`src/rtl/sub16_pipe.sv`:
```
`default_nettype none
// ============================================================================
// Module   : sub16_pipe
// Function : Two-stage pipelined 16-bit subtractor (d = a - b - bin) with
//            borrow in/out, signed overflow and zero flags, and valid/ready
//            handshakes on both sides. Low byte in stage 1, carry-select
//            upper byte in stage 2.
// Revision : 1.0  initial release
// ============================================================================
module sub16_pipe (
   input  logic        clk,
   input  logic        rst_n,
   input  logic        in_valid,
   output logic        in_ready,
   input  logic [15:0] a,
   input  logic [15:0] b,
   input  logic        bin,
   output logic        out_valid,
   input  logic        out_ready,
   output logic [15:0] d,
   output logic        bout,
   output logic        ovf,
   output logic        zero
);

   // Stage 1 state: low-byte result plus operands of the upper byte.
   logic [7:0]  lo_q, lo_d;
   logic        c8_q, c8_d;
   logic [7:0]  ah_q, ah_d;
   logic [7:0]  nbh_q, nbh_d;
   logic        a15_q, a15_d;
   logic        b15_q, b15_d;
   logic        s1_valid_q, s1_valid_d;

   // Stage 2 state: registered outputs.
   logic [15:0] d_q, d_d;
   logic        bout_q, bout_d;
   logic        ovf_q, ovf_d;
   logic        zero_q, zero_d;
   logic        out_valid_q, out_valid_d;

   logic        s2_advance;
   logic        in_fire;
   logic [8:0]  lo_sum;
   logic [4:0]  mid0, mid1, mid_sel;
   logic [4:0]  hi0, hi1, hi_sel;
   logic [15:0] diff;

   // Stage 2 can take new data when empty or when its result leaves now.
   assign s2_advance = !out_valid_q || out_ready;
   assign in_ready   = !s1_valid_q || s2_advance;
   assign in_fire    = in_valid && in_ready;

   // Stage 1 next state: low byte a + ~b + ~bin, stash upper-byte operands.
   always_comb begin
      lo_sum     = {1'b0, a[7:0]} + {1'b0, ~b[7:0]} + {8'h00, ~bin};
      lo_d       = lo_q;
      c8_d       = c8_q;
      ah_d       = ah_q;
      nbh_d      = nbh_q;
      a15_d      = a15_q;
      b15_d      = b15_q;
      s1_valid_d = s1_valid_q;
      if (in_fire) begin
         lo_d       = lo_sum[7:0];
         c8_d       = lo_sum[8];
         ah_d       = a[15:8];
         nbh_d      = ~b[15:8];
         a15_d      = a[15];
         b15_d      = b[15];
         s1_valid_d = 1'b1;
      end else if (s2_advance) begin
         s1_valid_d = 1'b0;
      end
   end

   // Stage 2 next state: two 4-bit carry-select slices over the upper byte.
   always_comb begin
      mid0    = {1'b0, ah_q[3:0]} + {1'b0, nbh_q[3:0]};
      mid1    = {1'b0, ah_q[3:0]} + {1'b0, nbh_q[3:0]} + 5'd1;
      hi0     = {1'b0, ah_q[7:4]} + {1'b0, nbh_q[7:4]};
      hi1     = {1'b0, ah_q[7:4]} + {1'b0, nbh_q[7:4]} + 5'd1;
      mid_sel = c8_q ? mid1 : mid0;
      hi_sel  = mid_sel[4] ? hi1 : hi0;
      diff    = {hi_sel[3:0], mid_sel[3:0], lo_q};

      d_d         = d_q;
      bout_d      = bout_q;
      ovf_d       = ovf_q;
      zero_d      = zero_q;
      out_valid_d = out_valid_q;
      if (s2_advance) begin
         out_valid_d = s1_valid_q;
         if (s1_valid_q) begin
            d_d    = diff;
            bout_d = ~hi_sel[4];
            ovf_d  = (a15_q != b15_q) && (diff[15] != a15_q);
            zero_d = (diff == 16'h0000);
         end
      end
   end

   // Pipeline registers; reset discards anything in flight.
   always_ff @(posedge clk or negedge rst_n) begin
      if (!rst_n) begin
         lo_q        <= 8'h00;
         c8_q        <= 1'b0;
         ah_q        <= 8'h00;
         nbh_q       <= 8'h00;
         a15_q       <= 1'b0;
         b15_q       <= 1'b0;
         s1_valid_q  <= 1'b0;
         d_q         <= 16'h0000;
         bout_q      <= 1'b0;
         ovf_q       <= 1'b0;
         zero_q      <= 1'b0;
         out_valid_q <= 1'b0;
      end else begin
         lo_q        <= lo_d;
         c8_q        <= c8_d;
         ah_q        <= ah_d;
         nbh_q       <= nbh_d;
         a15_q       <= a15_d;
         b15_q       <= b15_d;
         s1_valid_q  <= s1_valid_d;
         d_q         <= d_d;
         bout_q      <= bout_d;
         ovf_q       <= ovf_d;
         zero_q      <= zero_d;
         out_valid_q <= out_valid_d;
      end
   end

   assign d         = d_q;
   assign bout      = bout_q;
   assign ovf       = ovf_q;
   assign zero      = zero_q;
   assign out_valid = out_valid_q;

endmodule
`default_nettype wire

```
`config.mk`:
```
export PLATFORM = sky130hd
export DESIGN_NAME = sub16_pipe
export DESIGN_NICKNAME = d
export VERILOG_FILES = /design/src/rtl/sub16_pipe.sv
export SDC_FILE = /design/constraint.sdc
export NUM_CORES = 1
export LEC_CHECK = 0
export CELL_PAD_IN_SITES_DETAIL_PLACEMENT = 1
export CELL_PAD_IN_SITES_GLOBAL_PLACEMENT = 2
export CORE_MARGIN = 2
export CORE_UTILIZATION = 32
export DETAILED_ROUTE_END_ITERATION = 8
export PLACE_DENSITY = 0.92
export SLEW_MARGIN = 20
export SYNTH_ARGS = -nofsm -noshare
export SYNTH_HDL_FRONTEND = slang
export SYNTH_SLANG_ARGS = --single-unit
```
`constraint.sdc`:
```
create_clock -name clk -period 3.65 [get_ports clk]
set_input_delay 0.73 -clock clk [delete_from_list [all_inputs] [get_ports clk]]
set_output_delay 0.73 -clock clk [all_outputs]
set_load 0.05 [all_outputs]
```
==> flow_metrics.tcl, run 1 <==
set metrics [dict create \
    tritoncts.num_buffers 5 \
    synth_compound_area_share_pct 13.0 \
    met3_length_um 183 \
    worstHoldPathType "in -> async" \
    synth_unique_cells 45 \
    placement.setup.worst_slack_ns 0.473 \
    synth_edf_count 0 \
    floorplan.initialDensity_pct 32.4 \
    core_area_um2 8090 \
    async_s_r_ff_share_synth_pct 100 \
    detailed_routed_wire_length_on_met2_um 3000 \
    clock_latency_ns 0.30 \
    final.period_utilization_pct 79.6 \
    synth_adder_area_share_pct 11.2 \
    crit-reg2reg-launch "ah_q[0]" \
    vias_in_the_first_global_route 2078 \
    setup-violations-final 0 \
    mostFrequentLayoutCells "clkdlybuf4s50_1 (56), dfrtp_1 (47), nand2_1 (32)" \
    timing.critical_path.from "out_ready" \
    h-tree-depth 2 \
    post_route_cells_drive_above_1_share_pct 13.8 \
    via_count 1961 \
    vias_per_cell 4.78 \
    route.antenna.remaining_nets 0 \
    num-fill-cells 925 \
    combinational_family_with_the_most_area_after_synthesis "simple AND/OR/NAND/NOR gates" \
    biggest_fanout_along_the_worst_timing_path 3 \
    wl_per_cell_um 14.3 \
    comb_power_share_pct 47.3 \
    final-hold-violation-count 0 \
    antenna_cells 0 \
    ctsRootBufferMaster "clkbuf_8" \
    run_status "completed" \
    achievable_freq_mhz 344 \
    num_rows 33 \
    floorplan.io_pins 58 \
    critPathLaunchType "input port" \
    place.port_buffers 57 \
    final_weighted_congestion_of_routability_driven_global_placement 0.767 \
    synth_xor_area_share_pct 3.68 \
    finalClockSkew_ns 0.0113 \
    seq_power_share_pct 35.7 \
    placed_cells 402 \
    power_per_cell_area_nw_per_um2 602 \
    layout_commonest_cell "clkdlybuf4s50_1" \
    post_synth_instance_area_um2 2620 \
    number_of_design_rule_violations_left_by_the_first_detailed_router_iteration 38 \
    pin_count_of_the_biggest_net_entering_global_routing 48 \
    grt_first_pass_wirelength_um 9860 \
    vdd_ir_drop_max_uv 247 \
    clockBufferDepth 2 \
    wl_met1_um 2600 \
    yosys_most_used_dff "dfrtp_1" \
    gr-usage-all-layers_pct 14.2 \
    tns_ns 0 \
    fin_ws_ns 0.743 \
    synth_area_per_cell_um2 10.7 \
    yosys_register_bits 47 \
    postSynthNetCount 302 \
    clk_pin_slew_worst_paths_ns 0.09 \
    slew_violations 0 \
    fin_nets 362 \
    cts-resized-gates 0 \
    dpl.hpwl_um 4570 \
    timing.hold.ws_ns 0.430 \
    arrival_time_worst_endpoint_ns 2.18 \
    highest-signal-layer "met4" \
    cts_sinks 47 \
    power.clock.fraction_pct 17.1 \
    post_cts.repair.setup_buffers 0 \
    drt-pass1-iter-count 4 \
    antenna_found_initial 0 \
    critical_path_class "in -> out" \
    die_height_um 94.5 \
    totalWireLength_um 5870 \
    endpoint_kind "output port" \
    power.share.switching_pct 41.4 \
    final_period_minus_worst_setup_slack_ns 2.91 \
    post_synth_and_or_nand_nor_area_fraction_pct 15.0 \
    post-route-util_pct 42.3 \
    synth_warnings 0 \
    synthMuxAreaShare_pct 8.93 \
    drcViolationCount 0 \
    intPower_w 0.00121 \
    slew_headroom_pct 60.6 \
    tightest_slew_ns 0.592 \
    number_of_hold_repair_buffers_added_at_the_cts_stage 0 \
    area_growth_pct 30.7 \
    chipWidth_um 94.5 \
    dieArea_um2 8930 \
    power.switching_w 0.000854 \
    maxCapViolCount 0 \
    static-leakage-power_nw 1.49 \
    cts_tree "built" \
    critPathRequiredTime_ns 2.92 \
    grt_total_ovfl 0 \
    layout.cells.non_filler 410 \
    yosysSeqAreaShare_pct 44.9 \
    unrepaired_setup_endpoints_after_global_routing "false" \
    postSynthCellCount 244 \
]
==> cell type report <==
class	instances	area, um^2	area share (%)
multi-input combinational	176	1360	39.6
timing repair buffer	60	603	17.6
clock buffer	7	96.3	2.81
tap	105	131	3.84
inverter	14	52.6	1.53
clock inverter	1	7.51	0.219
sequential	47	1180	34.3
==> metal layers <==
layer	track usage, %	up-vias
met5	0	-
met4	5.07	0
met3	2.15	5
met2	25.1	37
met1	17.8	942
li1	-	977
==> cell usage after synthesis, types with 4 or more instances <==
cell type | count | area (um^2)
o31ai_1 | 4 | 30.0
dfrtp_1 | 47 | 1180
ha_1 | 17 | 213
clkbuf_1 | 5 | 18.8
o21ai_0 | 18 | 90.1
fa_1 | 4 | 80.1
inv_1 | 14 | 52.6
xor2_1 | 4 | 35.0
mux2_2 | 19 | 214
nand3_1 | 6 | 30.0
nor2_1 | 6 | 22.5
xnor2_1 | 7 | 61.3
o21a_1 | 4 | 30.0
nor3b_1 | 4 | 30.0
nor3_1 | 4 | 20.0
nand2_1 | 32 | 120
a21oi_1 | 9 | 45.0
==> registers in the layout (all words and copies together) (netlist names) <==
| register | cells |
|---|---|
| ah_q | 8 |
| lo_q | 8 |
| b15_q | 1 |
| nbh_q | 8 |
| c8_q | 1 |
| d | 16 |
| out_valid | 1 |
| ovf | 1 |
| s1_valid_q | 1 |
| zero | 1 |
| bout | 1 |
==> power by group through the flow <==
stage	clock (W)	combinational, W	sequential (W)
after floorplan	0	0.000393	0.00100
after global placement	0	0.000960	0.000743
after detailed placement	0	0.000982	0.000749
after CTS	0.000368	0.000988	0.000740
after global routing	0.000390	0.00106	0.000756
final	0.000352	0.000975	0.000736
==> metrics by stage <==
step,power [W],cell area (um^2)
4_1_cts,0.00210,3420
3_5_place_dp,0.00173,3320
2_1_floorplan,0.00140,2620
3_3_place_gp,0.00170,3320
6_report,0.00206,3420
5_1_grt,0.00220,3420
==> logic make-up after synthesis <==
family,Yosys count
mux,21
xor+xnor,11
simple gates,73
compound gates,50
fa+ha+maj,21
flops,47
buf+inv,21
==> final timing paths <==
path	to	slack (ns)	cells past startpoint
setup / recovery	in_ready	0.74	3
setup reg to reg	zero	0.85	9
hold reg to reg	d[10]	0.48	2
min in group clk	d[10]	0.48	2
hold / removal	ah_q[3]	0.43	1
max in group asynchronous	s1_valid_q	2.83	1
==> critical path, cell delays in order <==
cell             delay (ns)
clkdlybuf4s50_1        0.47
nand3b_1               0.15
clkdlybuf4s50_1        0.82
No activity file was read; power rests on OpenSTA's default activity.
==> run 2: changes to the inputs <==
- clock period: 3.65 -> 2.9 ns (I/O delays scaled with it)
==> run 2 against run 1 <==
- sequential power increased by 26%
- critical path depth rose by 6
- cell count increased by 0.73%
- worst hold slack worse by 0.15 ns
- die area stayed put
==> flow_metrics.tcl, run 2 (synthesized netlist as in run 1, its figures left out) <==
set metrics [dict create \
    timing.critical_path.cells "ha_1, fa_1, ha_1, nand2_1, or2_4, o31ai_2, nor3b_4, xnor2_1, o41ai_2" \
    floorplan.initialDensity_pct 32.4 \
    maxCapViolCount 0 \
    biggest_fanout_along_the_worst_timing_path 4 \
    area_growth_pct 31.0 \
    tritoncts.num_buffers 5 \
    num_rows 33 \
    via_count 2002 \
    endpoint_kind "flip-flop" \
    finalClockSkew_ns 0.00688 \
    unrepaired_setup_endpoints_after_global_routing "true" \
    cp_common_cell "ha_1" \
    clk_pin_slew_worst_paths_ns 0.09 \
    wl_per_cell_um 14.3 \
    place.port_buffers 57 \
    static-leakage-power_nw 1.49 \
    crit-reg2reg-launch "ah_q[0]" \
    run_status "completed" \
    drt-pass1-iter-count 3 \
    setup-violations-final 0 \
    drcViolationCount 0 \
    tightest_slew_ns 0.584 \
    die_height_um 94.5 \
    slew_violations 0 \
    fin_nets 365 \
    path_depth 9 \
    final_weighted_congestion_of_routability_driven_global_placement 0.767 \
    reg2reg_to "zero" \
    placement.setup.worst_slack_ns -0.0374 \
    critPathRequiredTime_ns 3.09 \
    endpoint "zero" \
    floorplan.io_pins 58 \
    vias_per_cell 4.85 \
    ctsRootBufferMaster "clkbuf_8" \
    antenna_cells 0 \
    dieArea_um2 8930 \
    cts_sinks 47 \
    critical_path_class "reg -> reg" \
    num-fill-cells 927 \
    route.antenna.remaining_nets 0 \
    grt_total_ovfl 0 \
    final-hold-violation-count 0 \
    critPathLaunchType "flip-flop" \
    number_of_design_rule_violations_left_by_the_first_detailed_router_iteration 74 \
    achievable_freq_mhz 365 \
    mostFrequentLayoutCells "clkdlybuf4s50_1 (55), dfrtp_1 (47), nand2_1 (32)" \
    core_area_um2 8090 \
    worst_path_dominant_cell_family "adder cells" \
    cts_tree "built" \
    tns_ns 0 \
    pin_count_of_the_biggest_net_entering_global_routing 48 \
    vdd_ir_drop_max_uv 326 \
    h-tree-depth 2 \
    layout_commonest_cell "clkdlybuf4s50_1" \
    worst_path_max_delay_cell "fa_1" \
    power_per_cell_area_nw_per_um2 746 \
    antenna_found_initial 0 \
    totalWireLength_um 5910 \
    slew_headroom_pct 61.1 \
    post_route_cells_drive_above_1_share_pct 14.6 \
    cp.buffers_inverters 0 \
    gr-usage-all-layers_pct 14.1 \
    final.period_utilization_pct 94.4 \
    chipWidth_um 94.5 \
    arrival_time_worst_endpoint_ns 2.93 \
    number_of_flip_flops_under_the_largest_register_name 16 \
    post_cts.repair.setup_buffers 0 \
    worstHoldPathType "in -> async" \
    clockBufferDepth 2 \
    final_period_minus_worst_setup_slack_ns 2.74 \
    reg2regPathDepth 9 \
    grt_first_pass_wirelength_um 9910 \
    fin_ws_ns 0.163 \
    vias_in_the_first_global_route 2181 \
    dpl.hpwl_um 4660 \
    regToRegSetupSlack_ns 0.16 \
    timing.critical_path.from "ah_q[0]" \
    clock_latency_ns 0.30 \
    timing.critical_path.slowest_cell_delay_ns 0.54 \
]
-- run 2: cell count changes in the layout (fill, tap and decap cells not counted), sizes merged --
| cell | previous run | this run |
|---|---|---|
| clkbuf | 7 | 6 |
| buf | 4 | 8 |
| clkinv | 0 | 1 |
| clkdlybuf4s50 | 56 | 55 |
-- run 2: worst reg2reg max path: stages (launching register included) --
cell and delay (ns):
dfrtp_1 0.39, ha_1 0.23, fa_1 0.54, ha_1 0.16, nand2_1 0.06, or2_4 0.27, o31ai_2 0.22, nor3b_4 0.27
xnor2_1 0.14, o41ai_2 0.36
-- run 2: timing repair --
| item | in CTS | in global routing |
|---|---|---|
| setup endpoints to repair | 0 | 1 |
| resized for setup | 0 | 1 |
| hold buffers | 0 | 0 |
-- run 2: report_power, final --
group | internal, W | switching (W)
registers | 0.000815 | 0.000111
logic | 0.000502 | 0.000748
clock network | 0.000169 | 0.000216
-- run 2: through the flow --
step                      util, %  cells  cell area (um^2)  hold WS, ns  total power [W]
after floorplan                 -    244              2620        0.284          0.00176
after global placement       41.2    405              3340        0.462          0.00215
after detailed placement     41.2    405              3340        0.478          0.00220
after CTS                    42.3    413              3420        0.495          0.00259
after global routing         42.4    413              3430        0.320          0.00272
final                        42.4    413              3430        0.280          0.00256
-- run 2: layer usage --
| metal | track usage, % | routed length (um) | share of wire (%) |
|---|---|---|---|
| met1 | 17.3 | 2540 | 43 |
| met4 | 4.35 | 103 | 1.7 |
| met3 | 2.63 | 211 | 3.6 |
| met5 | 0 | 0 | 0 |
| met2 | 25.2 | 3060 | 52 |
-- run 2: area by class of cell --
class                           instances  area, um^2  area share, %
Multi-Input combinational cell        176        1360           39.7
Sequential cell                        47        1180           34.3
Timing Repair Buffer                   63         623           18.2
Tap cell                              105         131           3.83
Clock buffer                            6        72.6           2.11
Inverter                               14        52.6           1.53
Clock inverter                          2        12.5          0.365
-- run 2: worst min-delay path by stage --
| stage | start | end | slack (ns) | depth (start not counted) |
|---|---|---|---|---|
| 4_1_cts | rst_n | zero | 0.50 | 1 |
| 2_1_floorplan | rst_n | ah_q[0] | 0.28 | 0 |
| 5_1_grt | rst_n | ah_q[3] | 0.32 | 1 |
| 3_5_place_dp | d[10] | d[10] | 0.48 | 2 |
| 3_3_place_gp | d[10] | d[10] | 0.46 | 2 |
| 6_report | rst_n | d[12] | 0.28 | 1 |
==> variant 1 (flow settings as in run 2) <==
Reset style: synchronous (`rst_n`), changed in one clocked block.
--- a/src/rtl/sub16_pipe.sv
+++ b/src/rtl/sub16_pipe.sv
@@ -101,7 +101,7 @@
    end
 
    // Pipeline registers; reset discards anything in flight.
-   always_ff @(posedge clk or negedge rst_n) begin
+   always_ff @(posedge clk) begin
       if (!rst_n) begin
          lo_q        <= 8'h00;
          c8_q        <= 1'b0;
Check against the original RTL: differs if rst_n is asserted again (counterexample within 4 cycles, from zero or initial values and one cycle with rst_n low); with rst_n held inactive, the same outputs for 10 cycles.
==> variant 1 against run 2 <==
Sequential cell count unchanged. Synthesized area decreased by 3.9%. Routed wire length up 16%. Sequential share of layout area fell by 6.6 points. Design area down 0.80%. Maximum frequency is 8.0% lower. The run now ends with setup timing left. Highest routed layer unchanged. Setup slack worse by 0.24 ns.
Power is not compared: it rests on default switching activity, and its combinational part moved more than twofold at a synthesized area within 25%.
==> variant 1: results (changes against run 2) <==
Parameter                              Value

Synth
  Syn Area/Cell    8.227 sq um (-23%)
  Share of flip-flops with an asynchronous set or reset    0% (-100 points)
  Synth unique cells    41 (-8.9%)
  Synth top area cells    sky130_fd_sc_hd__dfxtp_1 37%, sky130_fd_sc_hd__ha_1 8.4%, sky130_fd_sc_hd__nand2_1 7.2%
  Ranking of synthesized cells by instance count    48 x sky130_fd_sc_hd__nand2_1, 47 x sky130_fd_sc_hd__dfxtp_1, 34 x sky130_fd_sc_hd__a21oi_1, 23 x sky130_fd_sc_hd__nor2_1, 17 x sky130_fd_sc_hd__ha_1
  Portion of the post-synthesis area used by sequential elements    37.38% (-7.5 points)

Route
  Met3 Wirelength    241 microns (+14%)
  Count of TritonRoute iterations in the first routing pass    4 (+1)
  M1 wire length    3218 microns (+27%)
  Final WL    6881 microns (+16%)

Timing
  Setup-violating endpoint count in the final report    2 (+2)
  Accumulated negative setup slack    -0.1202 ns (-0.1202 ns)
  Worst setup margin    -0.07322 ns (-0.2367 ns)
  Skew final    0.004708 ns (-0.002172 ns)

CTS
  Count of instances resized after the clock tree is built    6 (+6)
  Post-CTS Setup Repair Bufs    3 (+3)

Finish
  Number of inserted filler cells in the final layout    939 (+1.3%)
  Total Nets Final    429 (+18%)

Setup path
  Critical path peak fanout    5 (+1)
  Cell family with the largest share of critical-path delay    simple AND/OR/NAND/NOR gates
  CP max stage delay    0.66 ns (+0.12 ns)
  Worst r2r path cells    8 (-1)

Global routing
  Overall routing resource usage    16.56% (+2.4 points)
  Via count of the first global-routing pass    2,399 (+10%)
  Largest net degree at the start of global routing    42 (-13%)
  Routing usage on met2    27.92% (+2.7 points)

Place
  # placed instances    460 (+14%)
  Routability congestion estimate    0.8053 (+5.0%)
  Post-DP HPWL    5159 microns (+11%)
  Worst slack, placed    -0.1229 ns (-0.08553 ns)

Run status
  Outcome    complete, but fails checks
  Failing checks    setup timing

Power
  Tot Pwr    1.534 mW
## variant 1: path summary, 6_finish.rpt
path,to,from,slack (ns)
setup / recovery,ovf$_SDFFE_PN0P_,ah_q[4]$_SDFFE_PN0P_,-0.07
hold / removal,d[2]$_SDFFE_PN0P_,d[2]$_SDFFE_PN0P_,0.46
setup reg to reg,ovf$_SDFFE_PN0P_,ah_q[4]$_SDFFE_PN0P_,-0.07
hold reg to reg,d[2]$_SDFFE_PN0P_,d[2]$_SDFFE_PN0P_,0.46
## variant 1: cells by family (layout without fill, tap and decap cells)
| family | count (synthesis) | count (layout) | synth area share (%) |
|---|---|---|---|
| and+or+nand+nor | 115 | 115 | 21.07 |
| AOI/OAI and AO/OA | 77 | 77 | 19.63 |
| DFF | 47 | 47 | 37.38 |
| buffers and inverters | 30 | 96 | 4.473 |
| adders and majority gates | 21 | 21 | 11.63 |
| xor gates and xnor gates | 12 | 12 | 4.175 |
| muxes | 4 | 4 | 1.640 |
## variant 1: worst register-to-register path: stages, from the launching register on
cell and delay [ns]:
sky130_fd_sc_hd__dfxtp_1 0.33, sky130_fd_sc_hd__ha_1 0.22, sky130_fd_sc_hd__fa_1 0.60, sky130_fd_sc_hd__inv_1 0.06, sky130_fd_sc_hd__a2111oi_0 0.66, sky130_fd_sc_hd__and3_2 0.32, sky130_fd_sc_hd__nor3_2 0.06, sky130_fd_sc_hd__or4b_1 0.54
sky130_fd_sc_hd__a31oi_1 0.13
## variant 1: cell type report
type	count	area, sq um	area share (%)
multi-input combinational	229	1501	44.10
sequential	47	943.4	27.71
tap	102	127.6	3.749
clock inverter	3	18.77	0.5513
timing repair buffer	73	688.2	20.21
clock buffer	5	68.82	2.021
inverter	15	56.30	1.654
==> variant 2 (settings of run 2) <==
Made on the original files. Register the output `ovf` once more, with the module's reset; this adds one clock of latency there. The other outputs are not delayed to match.
--- a/src/rtl/sub16_pipe.sv
+++ b/src/rtl/sub16_pipe.sv
@@ -133,7 +133,13 @@
 
    assign d         = d_q;
    assign bout      = bout_q;
-   assign ovf       = ovf_q;
+   always_ff @(posedge clk or negedge rst_n) begin
+      if (!rst_n) begin
+         ovf <= '0;
+      end else begin
+         ovf <= ovf_q;
+      end
+   end
    assign zero      = zero_q;
    assign out_valid = out_valid_q;
 
Formal check against the unedited RTL: not equivalent (a bounded check fails within 4 cycles, from zero or initial values and one cycle with rst_n low).
==> variant 2 against run 2 <==
Power increased by 3.8%. Routed wire length decreased by 1.3%. Synthesized cell count increased by 0.41%. Count of clock-buffer cells in the layout decreased by 1. Design area increased by 1.4%. Final cell count increased by 0.24%. Sequential cell count increased by 1. Setup slack improved by 0.041 ns. Synthesized area increased by 0.96%.
==> variant 2: results (changes against run 2) <==
Parameter                              Value

Run status
  Outcome    finished, final reports clean

Synth
  Ranking of synthesized cells by instance count    48 x sky130_fd_sc_hd__dfrtp_1, 32 x sky130_fd_sc_hd__nand2_1, 19 x sky130_fd_sc_hd__mux2_2, 18 x sky130_fd_sc_hd__o21ai_0, 17 x sky130_fd_sc_hd__ha_1
  Portion of the post-synthesis area used by sequential elements    45.41% (+0.52 points)
  Synth top area cells    sky130_fd_sc_hd__dfrtp_1 45%, sky130_fd_sc_hd__mux2_2 8.1%, sky130_fd_sc_hd__ha_1 8.0%
  Synthesized net count    303 (+0.33%)

Global routing
  Met1 GRT Util    17.35% (about the same)
  Global-route wire length before repair    9998 microns (+0.91%)
  Routing usage on met2    25.06% (-0.12 points)
  Met3 usage    2.155% (-0.48 points)
  Largest net degree at the start of global routing    49 (+2.1%)

Timing
  Worst slew slack as a fraction of its limit    59.63% (-1.5 points)
  Skew final    0.005838 ns (-0.001042 ns)

Place
  Routability congestion estimate    0.7793 (+1.6%)
  Post-DP HPWL    4623 microns (-0.88%)

Route
  M1 wire length    2522 microns (-0.59%)
  Initial drt markers    47 (-36%)
  Final WL    5835 microns (-1.3%)
  Met3 Wirelength    156 microns (-26%)
  Wire length on met2    3031 microns (-0.98%)

Power
  Combinational share of power    47.0% (-1.8 points)
  Sw Ratio    40.25% (-1.8 points)
  Sequential power    944 uW (+2%)
  Maximum ir drop on the vdd rail    253.8 uV (-22%)
  Power Dens Cells    763.5 mW/mm^2 (+2.3%)

Setup path
  Arr. time, crit path    2.89 ns (-0.04 ns)

Finish
  Total Nets Final    368 (+0.82%)
-- variant 2: timing repair --
action,in CTS,in global routing
endpoints found under the setup margin,0,1
resized for setup,0,2
buffers inserted,0,1
hold buffers,0,0
-- variant 2: kinds of logic after synthesis --
logic type                 count (synthesis)  synth area share [%]
AOI/OAI and AO/OA                         50                 12.91
adders and majority gates                 21                 11.07
muxes                                     21                 8.846
buffers and inverters                     21                 3.264
and+or+nand+nor                           73                 14.85
DFF                                       48                 45.41
xor gates and xnor gates                  11                 3.642
-- variant 2: final cells by class --
class                      instances  area, sq um
tap                              105        131.4
timing repair buffer              65        625.6
sequential                        48         1201
fill                             911         4612
multi-input combinational        176         1371
clock inverter                     1        30.03
clock buffer                       5        68.82
inverter                          14        52.55
-- variant 2: stage by stage --
stage	instances	worst slack [ns]	area (sq um)	TNS (ns)
2_1_floorplan	245	0.3242	2645	0
3_3_place_gp	407	0.04572	3358	0
3_5_place_dp	407	-0.01421	3358	-0.01421
4_1_cts	413	0.06544	3457	0
5_1_grt	414	-0.007925	3481	-0.007925
6_report	414	0.2048	3481	0
-- variant 2: final timing paths --
path | start | to | slack [ns] | cells past startpoint
worst max-delay path | ah_q[0]$_DFFE_PN0P_ | d[14]$_DFFE_PN0P_ | 0.20 | 9
worst min-delay path | rst_n | d[13]$_DFFE_PN0P_ | 0.28 | 1
worst max register to register | ah_q[0]$_DFFE_PN0P_ | d[14]$_DFFE_PN0P_ | 0.20 | 9
worst min register to register | ovf_q$_DFFE_PN0P_ | ovf$_DFF_PN0_ | 0.40 | 0
max in group asynchronous | rst_n | nbh_q[1]$_DFFE_PN0P_ | 2.21 | 1
min in group clk | ovf_q$_DFFE_PN0P_ | ovf$_DFF_PN0_ | 0.40 | 0
